## src/rtl/action_mmio_pkg.sv

```systemverilog
// Shared definitions for the action MMIO initiator: register window offsets, FSM and step encodings.
package action_mmio_pkg;

  localparam int ACTION_W_DEF = 64;

  localparam logic [7:0] OFF_ACTION_LO  = 8'h00;
  localparam logic [7:0] OFF_ACTION_HI  = 8'h04;
  localparam logic [7:0] OFF_VALID      = 8'h08;
  localparam logic [7:0] OFF_PKT_START  = 8'h0C;
  localparam logic [7:0] OFF_DRAIN      = 8'h10;
  localparam logic [7:0] OFF_LATCHED_LO = 8'h14;
  localparam logic [7:0] OFF_LATCHED_HI = 8'h18;

  typedef enum logic [1:0] {
    ST_IDLE,
    ST_BUS,
    ST_GAP,
    ST_RESP
  } state_t;

  typedef enum logic [2:0] {
    STEP_WR_LO,
    STEP_WR_HI,
    STEP_WR_VALID,
    STEP_WR_START,
    STEP_POLL,
    STEP_RD_LO,
    STEP_RD_HI
  } step_t;

  function automatic logic [7:0] step_offset(input step_t s);
    case (s)
      STEP_WR_LO:    return OFF_ACTION_LO;
      STEP_WR_HI:    return OFF_ACTION_HI;
      STEP_WR_VALID: return OFF_VALID;
      STEP_WR_START: return OFF_PKT_START;
      STEP_POLL:     return OFF_DRAIN;
      STEP_RD_LO:    return OFF_LATCHED_LO;
      STEP_RD_HI:    return OFF_LATCHED_HI;
      default:       return OFF_ACTION_LO;
    endcase
  endfunction

  function automatic logic step_is_write(input step_t s);
    return (s == STEP_WR_LO) || (s == STEP_WR_HI) ||
           (s == STEP_WR_VALID) || (s == STEP_WR_START);
  endfunction

  // Pulse registers only look at bit 0; reads drive zero write data.
  function automatic logic [31:0] step_wdata(input step_t s, input logic [63:0] act);
    case (s)
      STEP_WR_LO:    return act[31:0];
      STEP_WR_HI:    return act[63:32];
      STEP_WR_VALID: return 32'h0000_0001;
      STEP_WR_START: return 32'h0000_0001;
      default:       return 32'h0000_0000;
    endcase
  endfunction

endpackage

```

## src/rtl/action_poll_timer.sv

```systemverilog
// Saturating allow-drain poll counter; 'last' flags that one more failed poll reaches LIMIT.
module action_poll_timer #(
  parameter int LIMIT = 1024
) (
  input  logic clk,
  input  logic reset,
  input  logic clear,
  input  logic inc,
  output logic last
);
  localparam int CW = $clog2(LIMIT + 1);

  logic [CW-1:0] poll_cnt;

  // NOTE: sequential state uses non-blocking assignments so every flop samples pre-edge values.
  always_ff @(posedge clk or posedge reset) begin
    if (reset) begin
      poll_cnt <= '0;
    end else if (clear) begin
      poll_cnt <= '0;
    end else if (inc && (poll_cnt != CW'(LIMIT))) begin
      poll_cnt <= poll_cnt + 1'b1;
    end
  end

  assign last = (poll_cnt >= CW'(LIMIT - 1));

endmodule

```

## src/rtl/action_mmio_initiator.sv

```systemverilog
// Hardware bus master that replays the firmware action-programming sequence on the native mem bus.
// Define ACTION_MMIO_INIT_TIMEOUT_EN to bound allow-drain polling to POLL_LIMIT attempts.
module action_mmio_initiator
  import action_mmio_pkg::*;
#(
  parameter int          ACTION_W   = ACTION_W_DEF,
  parameter logic [31:0] BASE_ADDR  = 32'h0301_0000,
  parameter int          POLL_LIMIT = 1024
) (
  input  logic                clk,
  input  logic                reset,
  input  logic                cmd_valid,
  output logic                cmd_ready,
  input  logic [ACTION_W-1:0] cmd_action,
  input  logic                cmd_pkt_start,
  output logic                mem_valid,
  input  logic                mem_ready,
  output logic [31:0]         mem_addr,
  output logic [31:0]         mem_wdata,
  output logic [3:0]          mem_wstrb,
  input  logic [31:0]         mem_rdata,
  output logic                rsp_valid,
  input  logic                rsp_ready,
  output logic [ACTION_W-1:0] rsp_action,
  output logic                rsp_timeout,
  output logic                busy
);

  state_t              state;
  step_t               step;
  step_t               step_nxt;
  step_t               ld_step;
  logic [ACTION_W-1:0] act_q;
  logic [ACTION_W-1:0] ld_act;
  logic                pkt_q;
  logic                accept;
  logic                bus_done;
  logic                poll_fail;
  logic                poll_last;
  logic                seq_end;
  logic                timed_out;

  if (POLL_LIMIT < 1) begin : g_bad_poll_limit
    $error("POLL_LIMIT must be at least 1");
  end

  assign cmd_ready = (state == ST_IDLE);
  assign busy      = (state != ST_IDLE);
  assign accept    = cmd_valid && cmd_ready;
  assign bus_done  = (state == ST_BUS) && mem_ready;

  // Bus fields are loaded either on accept (first step, straight from the command) or from GAP.
  assign ld_step = (state == ST_IDLE) ? STEP_WR_LO : step;
  assign ld_act  = (state == ST_IDLE) ? cmd_action : act_q;

`ifdef ACTION_MMIO_INIT_TIMEOUT_EN
  action_poll_timer #(
    .LIMIT(POLL_LIMIT)
  ) u_poll_timer (
    .clk  (clk),
    .reset(reset),
    .clear(accept),
    .inc  (bus_done && poll_fail),
    .last (poll_last)
  );
`else
  assign poll_last = 1'b0;
`endif

  // NOTE: every output of this block gets a default first, so no latch is inferred on any path.
  always_comb begin
    step_nxt  = step;
    poll_fail = 1'b0;
    seq_end   = 1'b0;
    timed_out = 1'b0;
    unique case (step)
      STEP_WR_LO:    step_nxt = STEP_WR_HI;
      STEP_WR_HI:    step_nxt = STEP_WR_VALID;
      STEP_WR_VALID: step_nxt = pkt_q ? STEP_WR_START : STEP_POLL;
      STEP_WR_START: step_nxt = STEP_POLL;
      STEP_POLL: begin
        if (mem_rdata[0]) begin
          step_nxt = STEP_RD_LO;
        end else begin
          poll_fail = 1'b1;
          seq_end   = poll_last;
          timed_out = poll_last;
        end
      end
      STEP_RD_LO:    step_nxt = STEP_RD_HI;
      STEP_RD_HI:    seq_end  = 1'b1;
      default:       step_nxt = STEP_WR_LO;
    endcase
  end

  always_ff @(posedge clk or posedge reset) begin
    if (reset) begin
      state       <= ST_IDLE;
      step        <= STEP_WR_LO;
      act_q       <= '0;
      pkt_q       <= 1'b0;
      mem_valid   <= 1'b0;
      mem_addr    <= '0;
      mem_wdata   <= '0;
      mem_wstrb   <= '0;
      rsp_valid   <= 1'b0;
      rsp_action  <= '0;
      rsp_timeout <= 1'b0;
    end else begin
      unique case (state)
        ST_IDLE: begin
          if (cmd_valid) begin
            act_q       <= cmd_action;
            pkt_q       <= cmd_pkt_start;
            step        <= STEP_WR_LO;
            rsp_action  <= '0;
            rsp_timeout <= 1'b0;
            state       <= ST_BUS;
          end
        end
        ST_BUS: begin
          if (mem_ready) begin
            mem_valid <= 1'b0;
            if (step == STEP_RD_LO) rsp_action[31:0]  <= mem_rdata;
            if (step == STEP_RD_HI) rsp_action[63:32] <= mem_rdata;
            if (seq_end) begin
              rsp_valid   <= 1'b1;
              rsp_timeout <= timed_out;
              state       <= ST_RESP;
            end else begin
              step  <= step_nxt;
              state <= ST_GAP;
            end
          end
        end
        ST_GAP:  state <= ST_BUS;
        ST_RESP: begin
          if (rsp_ready) begin
            rsp_valid <= 1'b0;
            state     <= ST_IDLE;
          end
        end
        default: state <= ST_IDLE;
      endcase

      if (accept || (state == ST_GAP)) begin
        mem_valid <= 1'b1;
        mem_addr  <= BASE_ADDR + {24'h0, step_offset(ld_step)};
        mem_wdata <= step_wdata(ld_step, ld_act);
        mem_wstrb <= step_is_write(ld_step) ? 4'hF : 4'h0;
      end
    end
  end

endmodule

```

## config.mk

```make
export PLATFORM = sky130hd
export DESIGN_NAME = action_mmio_initiator
export DESIGN_NICKNAME = d
export VERILOG_FILES = /design/src/rtl/action_mmio_pkg.sv /design/src/rtl/action_poll_timer.sv /design/src/rtl/action_mmio_initiator.sv
export SDC_FILE = /design/constraint.sdc
export NUM_CORES = 1
export LEC_CHECK = 0
export CORE_MARGIN = 4
export CORE_UTILIZATION = 30
export DETAILED_ROUTE_END_ITERATION = 8
export REMOVE_ABC_BUFFERS = 1
export SLEW_MARGIN = 20
export SYNTH_ARGS = -nofsm -noshare
export SYNTH_HDL_FRONTEND = slang
export SYNTH_HIERARCHICAL = 1
export SYNTH_SLANG_ARGS = --single-unit
```

## constraint.sdc

```tcl
create_clock -name clk -period 6.39 [get_ports clk]
set_input_delay 0.9585 -clock clk [delete_from_list [all_inputs] [get_ports clk]]
set_output_delay 0.9585 -clock clk [all_outputs]
set_load 0.05 [all_outputs]
```

=== Word-level counts from Yosys, hierarchy flattened ===
Index checks and enable logic that the tools add are counted.

* Add/sub/neg operators: 1
* Equality and inequality tests: 24
* Muxes and demuxes: 35
* Reduce and logical (&&, ||, !) cells: 22

{| class="wikitable"
|+ Operators with widths
! operator !! count
|-
| $mux W64 || 3
|-
| $pmux W64 S2 || 1
|-
| $pmux W32 S3 || 1
|-
| $mux W32 || 2
|-
| $pmux W5 S6 || 1
|-
| $add A26 B8 Y27 const A || 1
|-
| $pmux W3 S7 || 1
|-
| $eq A3 B3 Y1 const B || 6
|-
| $mux W3 || 6
|-
| $reduce_and A4 Y1 || 4
|-
| $eq A3 B2 Y1 const B || 4
|-
| $ne A2 B2 Y1 const B || 6
|-
| $mux W1 || 11
|-
| $reduce_bool A2 Y1 || 5
|-
| $mux W8 || 1
|-
| $pmux W2 S4 || 1
|-
| $eq A3 B1 Y1 const B || 2
|-
| $logic_not A3 Y1 || 2
|-
| $mux W2 || 3
|-
| $pmux W3 S2 || 1
|-
| $reduce_and A6 Y1 || 1
|-
| $eq A2 B2 Y1 const B || 2
|-
| $logic_or A1 B1 Y1 || 4
|-
| $mux W4 || 1
|-
| other kinds (9) || 12
|}

* Register bits: 205
* Input port bits: 102
* Output and inout port bits: 137
* Logic and storage cells: 94

=== Depth between registers and ports, before layout ===
Gate-level depths: netlist of run 1.

* Depth after elaboration: 7
* Depth in mapped cells: 9
* Gate-level depth less buffers: 6

=== Worst setup path after synthesis of run 1 ===
No wires, ideal clock.

* Path type: register -> output
* Start: register state[1]
* End: output port cmd_ready
* Data arrival time: 1.474 ns
* Required time: 5.431 ns
* Path slack: 3.958 ns
* Cell stages (with the launch flop): 5
* Path buffers: 1
* Cells stage by stage: dfrtp_1 > inv_2 > nand2_4 > inv_4 > clkbuf_1

* Longest elaborated chain between the ends: 1

{| class="wikitable"
|+ Ends and longest elaborated chain
! element !! line !! RTL
|-
| start: declaration || action_mmio_initiator.sv:29 || <nowiki>state_t state;</nowiki>
|-
| start signal: assignment || action_mmio_initiator.sv:98 || <nowiki>state <= ST_IDLE;</nowiki>
|-
| start signal: assignment || action_mmio_initiator.sv:118 || <nowiki>state <= ST_BUS;</nowiki>
|-
| start signal: assignment || action_mmio_initiator.sv:129 || <nowiki>state <= ST_RESP;</nowiki>
|-
| $logic_not A2 Y1 || action_mmio_initiator.sv:47 || <nowiki>assign cmd_ready = (state == ST_IDLE);</nowiki>
|-
| end: declaration || action_mmio_initiator.sv:13 || <nowiki>output logic cmd_ready,</nowiki>
|}

Every way passes these cells.

=== Worst setup path in the final report of run 1 ===
* Start: register state[0]
* End: output port cmd_ready

The elaborated chain is that of the path after synthesis.

==> metrics.md, run 1 <==
| Metric | Value |
|---|---|
| Period utilization | 0.563 |
| Ys async rst share | 1.00 |
| Register bit total from synthesis | 173 |
| TritonCTS Buffers | 17 |
| Vias in the first global route | 5,395 |
| CP arrival | 2.64 ns |
| RSZ-0062 raised after global routing | false |
| Nets@finish | 927 |
| Number of fill cells in the layout | 2,253 |
| Pre-CTS setup slack | 3.22 ns |
| Most frequent cells in the layout | clkdlybuf4s50_1, dfrtp_1, nand2_1, o21ai_0, a22oi_1 |
| Yosys cell types | 35 |
| 1st-pass router iterations | 4 |
| Fin crit period | 3.59 ns |
| Root buffer cell | clkbuf_16 |
| Wire per inst | 16.8 µm |
| Post-DP HPWL | approximately 13,000 µm |
| CTS tree | yes |
| MaxCap Viol Count | 0 |
| Antenna viol nets, final | 0 |
| Crit path max-delay cell type | clkdlybuf4s50_1 |
| Ys Warns | 6 |
| Worst path required time | 5.43 ns |
| Die width | 164 µm |
| Post-Route Skew | 0.00836 ns |
| Syn avg cell area | about 12 µm² |
| Final setup margin | 2.80 ns |
| Post-Synth Simple-Gate Area | 0.0724 |
| Max VDD drop | 242 µV |
| Post-Synth Adder-Cell Area | 0 |
| Critical path type | reg2out |
| Max Freq | roughly 280 MHz |
| Post-Synthesis Cell Area | 7310 µm² |
| Synth-to-layout area growth | 39.3% |
| CORE AREA | approximately 24,000 µm² |
| Synth Area in Compound Gates | 0.153 |
| Multi-input gate area | 2640 µm² |
| Drt total wl | ~19,000 µm |
| Initial Util | 0.308 |
| 1st-iter DRT viols | 261 |
| Reg area | 4330 µm² |
| Final setup TNS | 0 ns |
| Delay-heaviest family, CP | buffers and inverters |
| GPL Wtd Cong | 0.771 |
| GR Overflow Total | 0 |
| Sequential area share after synthesis | 0.592 |
| IO Pins | 239 |
| Crit path buf inv count | 3 |
| Post-synth EDFFs | 0 |
| Htree depth | 4 |
| Clock Latency Late Sink | 0.41 ns |
| Mux contribution to synthesized area | 0.115 |
| Endpoints failing hold | 0 |
| Hold path depth | 2 |
| CTS resizes | 0 |
| Crit end category | primary output |
| Max-Slew Margin vs Limit | 0.413 |
| Remaining DRCs | 0 |
| CTS Hold Buffers Added | 0 |
| Overall power | 6290 µW |
| PortBufs | 211 |
| CP Cell Sequence | inv_1 -> nand2_4 -> inv_4 -> clkdlybuf4s50_1 |
| Vias per cell | 4.66 |
| Std-Cell Rows | between 50 and 60 |
| CP Max Fanout | 36 |
| Hold WC Path Type | reg2reg |
| Leakage power | 0.00429 µW |
| Stages on worst setup path | 4 |
| Post-Synth XOR/XNOR Area | 0 |
| Cells after synthesis | 635 |
| Post-CTS Setup Bufs | 0 |
| Tightest Pin Transition | 0.880 ns |
| Crit-path max cell delay | 0.90 ns |
| Tot GR Track Use | 0.144 |
| Max Transition Viols Final | 0 |
| Status | finished clean |
| R2R depth | 6 |
| Initial antenna violation count | 2 |
| Die Ht | 164 µm |
| Share of layout cells above drive strength 1 | 0.136 |
| Main synth FF type | dfrtp_1 |
| Vias | 5,387 |
| Largest net degree at the start of global routing | 88 |
| # diodes | 0 |
| Most common cell after layout, fill and taps aside | clkdlybuf4s50_1 |
| # clock sinks | about 170 |
| Hold slack | 0.476 ns |
| Worst-case clock buffer depth | 2 |
| Clock transition at the registers of the reported paths | 0.07 ns |
| Setup violators final | 0 |
| CP startpoint kind | flop |
| Global-route wire length before repair | 30,200 µm |
| Die area | 26,900 µm² |
| Largest family of logic cells by synthesized area | compound AO/OA/AOI/OAI gates |
| Power Density | just over 600 nW/µm² |
[kinds of logic (layout without fill, tap and decap cells)]
group	count (synthesis)	count (layout)
simple gates	128	128
mux	66	66
buf+inv	84	261
other cells	1	27
compound gates	183	183
flops	173	173
[final cells by class]
class,instances,share of cell area
repair buffers,220,0.214
flip-flops and latches,173,0.425
clock buffers,23,0.0450
inverters,9,0.00405
well taps,319,0.0392
multi-input cells,404,0.259
clock inverters,9,0.0134
[worst register-to-register path, delay by kind of cell, from the launching register on]
| kind | cells | cell delay [ns] |
|---|---|---|
| flip-flops | 1 | 0.51 |
| buffers and inverters | 3 | 1.36 |
| AND/OR/NAND/NOR | 2 | 0.46 |
| multiplexers | 1 | 0.51 |
[layer usage]
metal  wire length [µm]  up-vias  track usage
met1               8630     2595        0.182
met4                203        4       0.0381
met2               8630      229        0.229
li1                   -     2543            -
met3               1970       16       0.0582
met5                 16        -            0
[worst paths after layout]
path                                              endpoint                        from  slack, ns
worst min register to register  rsp_action[44]$_DFFE_PP0P_  rsp_action[44]$_DFFE_PP0P_       0.48
worst max-delay path                             cmd_ready        state[0]$_DFFE_PP0P_       2.80
worst min-delay path            rsp_action[44]$_DFFE_PP0P_  rsp_action[44]$_DFFE_PP0P_       0.48
min in group asynchronous       rsp_action[58]$_DFFE_PP0P_                       reset       1.09
max in group asynchronous        mem_wdata[15]$_DFFE_PP0P_                       reset       4.11
worst max register to register       act_q[59]$_DFFE_PP0P_        state[0]$_DFFE_PP0P_       3.43
[stage by stage]
step	utilization	cell area (µm²)	instances
2_1_floorplan	-	6960	586
3_3_place_gp	0.404	9590	1125
3_5_place_dp	0.404	9590	1125
4_1_cts	0.429	10200	1157
5_1_grt	0.429	10200	1157
6_report	0.429	10200	1157
[where the power goes]
group / total (µW) / internal (µW) / leakage, µW / switching, µW
Sequential: 1950 / 1630 / 0.00217 / 322
Combinational: 3280 / 1160 / 0.00183 / 2110
Clock: 1060 / 629 / 0.000282 / 433
Total: 6290 / 3420 / 0.00429 / 2870
[registers in the layout, indices dropped and copies added (netlist names)]
name	count
act_q	64
mem_addr	4
mem_valid	1
mem_wdata	32
mem_wstrb	1
pkt_q	1
rsp_action	64
rsp_valid	1
state	2
step	3
[Yosys cell counts, types with 2 or more instances]
master | instances | area [µm²]
a2111oi_0 | 2 | 17.5
a21o_1 | 3 | 22.5
a21oi_1 | 3 | 15.0
a22oi_1 | 61 | 458
and3b_1 | 2 | 17.5
buf_2 | 9 | 45.0
buf_4 | 32 | 240
buf_6 | 5 | 56.3
clkbuf_1 | 29 | 109
dfrtp_1 | 173 | 4330
inv_1 | 7 | 26.3
mux2_2 | 40 | 450
mux2_4 | 26 | 390
nand2_1 | 113 | 424
nand2b_1 | 3 | 18.8
nor2_1 | 2 | 7.51
nor2b_1 | 2 | 12.5
nor3_1 | 2 | 10.0
o211ai_1 | 3 | 22.5
o211ai_2 | 2 | 25.0
o21ai_0 | 98 | 490
o21ai_1 | 5 | 25.0
No activity file was read; power rests on OpenSTA's default activity.
==> run 2, diff against run 1 <==
clock period = 3.6 ns   (was 6.39 ns; I/O delays follow)
==> run 2 against run 1 <==
Effect of this change: utilization up 0.23 points; highest routed layer unchanged; combinational power up 79%; final cell count is 0.35% higher; clock power up 75%; sequential cell count unchanged; global-route usage increased by 0.26 points; wire length up 1.0%; setup slack worse by 2.1 ns; register-to-register slack lost 2.5 ns; largest cell class unchanged; sequential power up 78%; non-clock buffer count is 4 higher.
==> metrics.md, run 2 (synthesis gave the netlist of run 1 again) <==
| Metric | Value |
|---|---|
| Status | finished clean |
| Reg power frac | 0.310 |
| Power Density | 1090 nW/µm² |
| Die Ht | between 150 and 200 µm |
| Clock transition at the registers of the reported paths | about 0.070 ns |
| Share of layout cells above drive strength 1 | 0.141 |
| Final setup margin | 0.717 ns |
| Vias in the first global route | 5,540 |
| Most frequent cells in the layout | clkdlybuf4s50_1, dfrtp_1, nand2_1, o21ai_0, a22oi_1 |
| CTS resizes | 0 |
| FF-to-FF Start | state[0]$_DFFE_PP0P_ |
| Number of fill cells in the layout | ~2,300 |
| Vias per cell | 4.63 |
| Std-Cell Rows | 56 |
| Sw Ratio | 0.460 |
| Multi-input gate area | about 2600 µm² |
| Root buffer cell | clkbuf_16 |
| GPL Wtd Cong | 0.791 |
| Hold WC Path Type | reg2reg |
| Initial Util | 0.308 |
| Period utilization | 0.801 |
| MaxCap Viol Count | 0 |
| Synth-to-layout area growth | 40.0% |
| Crit path max-delay cell type | clkdlybuf4s50_1 |
| Drt total wl | a little under 20,000 µm |
| Setup violators final | 0 |
| 1st-iter DRT viols | 343 |
| RSZ-0062 raised after global routing | false |
| Gate power share | 0.524 |
| CP Cell Sequence | inv_1 -> nand2_4 -> inv_4 -> clkdlybuf4s50_1 |
| Fin crit period | 2.88 ns |
| Worst-case clock buffer depth | 2 |
| Global-route wire length before repair | 30,800 µm |
| Met3 routed WL | around 2000 µm |
| Leakage power | 0.00432 µW |
| Remaining DRCs | 0 |
| Tightest Pin Transition | roughly 0.92 ns |
| Max Freq | 347 MHz |
| Most common cell after layout, fill and taps aside | clkdlybuf4s50_1 |
| Initial antenna violation count | 2 |
| Largest net degree at the start of global routing | 72 |
| Endpoints failing hold | 0 |
| TritonCTS Buffers | 17 |
| CP Max Fanout | 11 |
| Clk pwr share | 0.166 |
| Met2 routed WL | 8570 µm |
| CTS tree | yes |
| Crit path buf inv count | 3 |
| Flop2flop setup slack | around 0.91 ns |
| Worst Hold End | rsp_action[37]$_DFFE_PP0P_ |
| R2R depth | 7 |
| CTS Hold Buffers Added | 0 |
| 1st-pass router iterations | 4 |
| Worst path required time | 3.06 ns |
| Wire per inst | 16.9 µm |
| Post-DP HPWL | 13,400 µm |
| PortBufs | 211 |
| Internal Power | 6050 µW |
| Sw power | about 5100 µW |
| Crit Reg-Reg Endpoint | act_q[4]$_DFFE_PP0P_ |
| Max Transition Viols Final | 0 |
| GR Overflow Total | 0 |
| Top Metal Used | met5 |
| Clock Latency Late Sink | 0.42 ns |
| Max VDD drop | 443 µV |
| CORE AREA | 23,800 µm² |
| Final Util | 0.431 |
| Hold path depth | 2 |
| Critical path type | reg2out |
| Hold slack | 0.477 ns |
| Pre-CTS setup slack | 0.871 ns |
| Tot GR Track Use | 0.146 |
| Die width | roughly 160 µm |
| # clock sinks | 173 |
| Max-Slew Margin vs Limit | 0.385 |
| Die area | 26,900 µm² |
| IO Pins | 239 |
| Crit end category | primary output |
| CP arrival | approximately 2.3 ns |
| Crit-path max cell delay | 0.92 ns |
| CP startpoint kind | flop |
| Htree depth | 4 |
| Met1 WL | 8870 µm |
| Antenna viol nets, final | 0 |
| Nets@finish | 931 |
| Largest regs | act_q (64), rsp_action (64), mem_wdata (32) |
| Post-Route Skew | 0.0106 ns |
| # diodes | 0 |
| Delay-heaviest family, CP | buffers and inverters |
| Vias | about 5,400 |
| Hold Path Origin | rsp_action[37]$_DFFE_PP0P_ |
| Reg area | 4330 µm² |
| Post-CTS Setup Bufs | 0 |
run 2: per-layer routing:
layer	track usage	vias up
met5	0	-
met3	0.0597	15
li1	-	2557
met4	0.0385	4
met1	0.191	2594
met2	0.227	207
run 2: stage by stage:
stage | instance area (µm²) | std cells | TNS [ns] | power, µW
CTS | 10200 | 1161 | 0 | 11400
finish | 10200 | 1161 | 0 | 11200
detailed placement | 9660 | 1129 | 0 | 9440
global route | 10200 | 1161 | 0 | 11900
floorplan | 6960 | 586 | -281.73 | 7290
global placement | 9660 | 1129 | 0 | 9370
run 2: area by class of cell:
| cell class | instances | share of cell area |
|---|---|---|
| clock buffers | 21 | 0.0440 |
| multi-input cells | 404 | 0.258 |
| flip-flops and latches | 173 | 0.423 |
| well taps | 319 | 0.0390 |
| clock inverters | 11 | 0.0128 |
| inverters | 9 | 0.00403 |
| repair buffers | 224 | 0.220 |
run 2: worst max-delay path by stage:
stage | depth (start not counted) | slack, ns | startpoint | end
floorplan | 1 | -1.63 | reset | act_q[0]$_DFFE_PP0P_
global placement | 7 | 0.93 | state[0]$_DFFE_PP0P_ | act_q[62]$_DFFE_PP0P_
detailed placement | 7 | 0.87 | state[0]$_DFFE_PP0P_ | act_q[4]$_DFFE_PP0P_
CTS | 4 | 0.65 | state[0]$_DFFE_PP0P_ | cmd_ready
global route | 4 | 0.56 | state[0]$_DFFE_PP0P_ | cmd_ready
finish | 4 | 0.72 | state[0]$_DFFE_PP0P_ | cmd_ready
run 2: worst reg2reg max path: cells and delay by family, from the launching register on:
kind	cells	cell delay, ns
flops	1	0.50
simple gates	2	0.56
buf+inv	4	1.14
mux	1	0.37
run 2: power groups by stage:
stage | combinational (µW) | sequential, µW | clock, µW
finish | 5860 | 3470 | 1860
global route | 6290 | 3610 | 2000
CTS | 5960 | 3480 | 1920
detailed placement | 5940 | 3510 | 0
global placement | 5870 | 3490 | 0
floorplan | 1970 | 5320 | 0
==> run 3, diff against run 2 <==
clock period = 2.8 ns   (was 3.6 ns; I/O delays follow)
==> run 3 against run 2 <==
Effect of this change: combinational power up 30%; final cell count up 0.43%; global-route usage about the same; sequential power up 29%; non-clock buffer count up 5; wire length about the same; sequential share of layout area down 0.38 points.
==> metrics.md, run 3 (synthesis gave the netlist of run 1 again) <==
| Metric | Value |
|---|---|
| Status | finished clean |
| # diodes | 0 |
| Root buffer cell | clkbuf_16 |
| Final Util | 0.435 |
| Most common cell after layout, fill and taps aside | clkdlybuf4s50_1 |
| Post-Route Skew | roughly 0.011 ns |
| Tot GR Track Use | 0.147 |
| Global-route wire length before repair | 31,100 µm |
| Final setup TNS | 0 ns |
| Vias in the first global route | 5,559 |
| Hold slack | 0.436 ns |
| Die Ht | 164 µm |
| Largest net degree at the start of global routing | 55 |
| Period utilization | 0.916 |
| Endpoints failing hold | 0 |
| TritonCTS Buffers | 17 |
| Max Transition Viols Final | 0 |
| Internal Power | 7880 µW |
| Reg power frac | 0.308 |
| Die area | 26,900 µm² |
| CP startpoint kind | flop |
| Crit Reg-Reg Endpoint | act_q[58]$_DFFE_PP0P_ |
| CTS Hold Buffers Added | 0 |
| Drt total wl | 19,600 µm |
| CP Max Fanout | 11 |
| Leakage power | 0.00437 µW |
| # clock sinks | 173 |
| Vias | 5,360 |
| Setup violators final | 0 |
| Max VDD drop | 596 µV |
| Die width | 164 µm |
| Htree depth | 4 |
| Share of layout cells above drive strength 1 | 0.150 |
| Clk pwr share | 0.167 |
| MaxCap Viol Count | 0 |
| Worst-case clock buffer depth | 2 |
| Worst path required time | approximately 2.4 ns |
| Cell area after layout | 10,300 µm² |
| Wire per inst | approximately 17 µm |
| 1st-iter DRT viols | 301 |
| Most frequent cells in the layout | clkdlybuf4s50_1, dfrtp_1, nand2_1, o21ai_0, a22oi_1 |
| Sw Ratio | 0.456 |
| Clock transition at the registers of the reported paths | 0.07 ns |
| Remaining DRCs | 0 |
| Fin crit period | about 2.6 ns |
| IO Pins | 239 |
| Cell total after placement | 1,134 |
| Layout Cells excl Fill | 1,166 |
| Flop2flop setup slack | 0.64 ns |
| CTS tree | yes |
| Tightest Pin Transition | 0.619 ns |
| Max Freq | ~390 MHz |
| RSZ-0062 raised after global routing | false |
| Vias per cell | 4.60 |
| Placed cell area | approximately 10000 µm² |
| CORE AREA | roughly 24,000 µm² |
| CTS resizes | 0 |
| Post-DP HPWL | 13,600 µm |
| CP arrival | between 2 and 2.5 ns |
| Std-Cell Rows | 56 |
| Crit end category | primary output |
| Gate power share | 0.526 |
| Clock Latency Late Sink | ~0.42 ns |
| 1st-pass router iterations | 4 |
| FF-to-FF Start | state[0]$_DFFE_PP0P_ |
| Post-CTS Setup Bufs | 0 |
| Sw power | ~6600 µW |
| Hold WC Path Type | in2async |
| R2R depth | 6 |
| Max-Slew Margin vs Limit | 0.586 |
| GR Overflow Total | 0 |
| Largest regs | act_q (64), rsp_action (64), mem_wdata (32) |
| Initial antenna violation count | 1 |
| GPL Wtd Cong | 0.762 |
| Initial Util | 0.308 |
| Antenna viol nets, final | 0 |
| Power Density | 1400 nW/µm² |
| Nets@finish | between 900 and 1,000 |
| Critical path type | reg2out |
| Synth-to-layout area growth | 41.3% |
| PortBufs | 211 |
## run 3: cell types whose count changed in the layout (fill, tap and decap cells not counted), moves of 2 or more
| cell | delta |
|---|---|
| buf_12 | +3 |
| buf_4 | +3 |
| clkbuf_1 | -2 |
| clkbuf_8 | +2 |
## run 3: routing by layer
| metal | global-route usage | vias up | routed length [µm] |
|---|---|---|---|
| met5 | 0 | - | 13 |
| met4 | 0.0408 | 2 | 142 |
| met3 | 0.0575 | 12 | 1970 |
| met2 | 0.226 | 202 | 8760 |
| met1 | 0.192 | 2577 | 8750 |
| li1 | - | 2567 | - |
## run 3: worst max-delay path, stage by stage (launching register included)
cell	delay, ns
dfrtp_1	0.52
inv_1	0.25
nand2_4	0.14
clkdlybuf4s50_1	0.82
## run 3: how the worst max path moves through the flow
stage	from	endpoint	slack, ns	cells after the start
global route	state[0]$_DFFE_PP0P_	busy	0.13	3
floorplan	reset	act_q[0]$_DFFE_PP0P_	-2.31	1
finish	state[0]$_DFFE_PP0P_	busy	0.24	3
CTS	state[0]$_DFFE_PP0P_	busy	0.20	3
detailed placement	cmd_valid	act_q[58]$_DFFE_PP0P_	0.60	4
global placement	cmd_valid	act_q[54]$_DFFE_PP0P_	0.60	4
## run 3: layout make-up
cell class	count	area [µm²]
Clock buffer	21	470
Clock inverter	11	131
Fill cell	2261	13400
Inverter	9	41.3
Multi-Input combinational cell	404	2640
Sequential cell	173	4330
Tap cell	319	399
Timing Repair Buffer	229	2320
## run 3: power groups by stage
stage	Sequential (µW)	Clock, µW	Combinational, µW
after floorplan	6830	0	2530
after global placement	4490	0	7640
after detailed placement	4500	0	7700
after CTS	4470	2510	7700
after global routing	4640	2610	8140
final	4460	2410	7610
## run 3: per-stage QoR
stage	power [µW]	worst slack, ns
after detailed placement	12200	0.600
after floorplan	9370	-2.31
after global placement	12100	0.603
final	14500	0.236
after global routing	15400	0.125
after CTS	14700	0.195
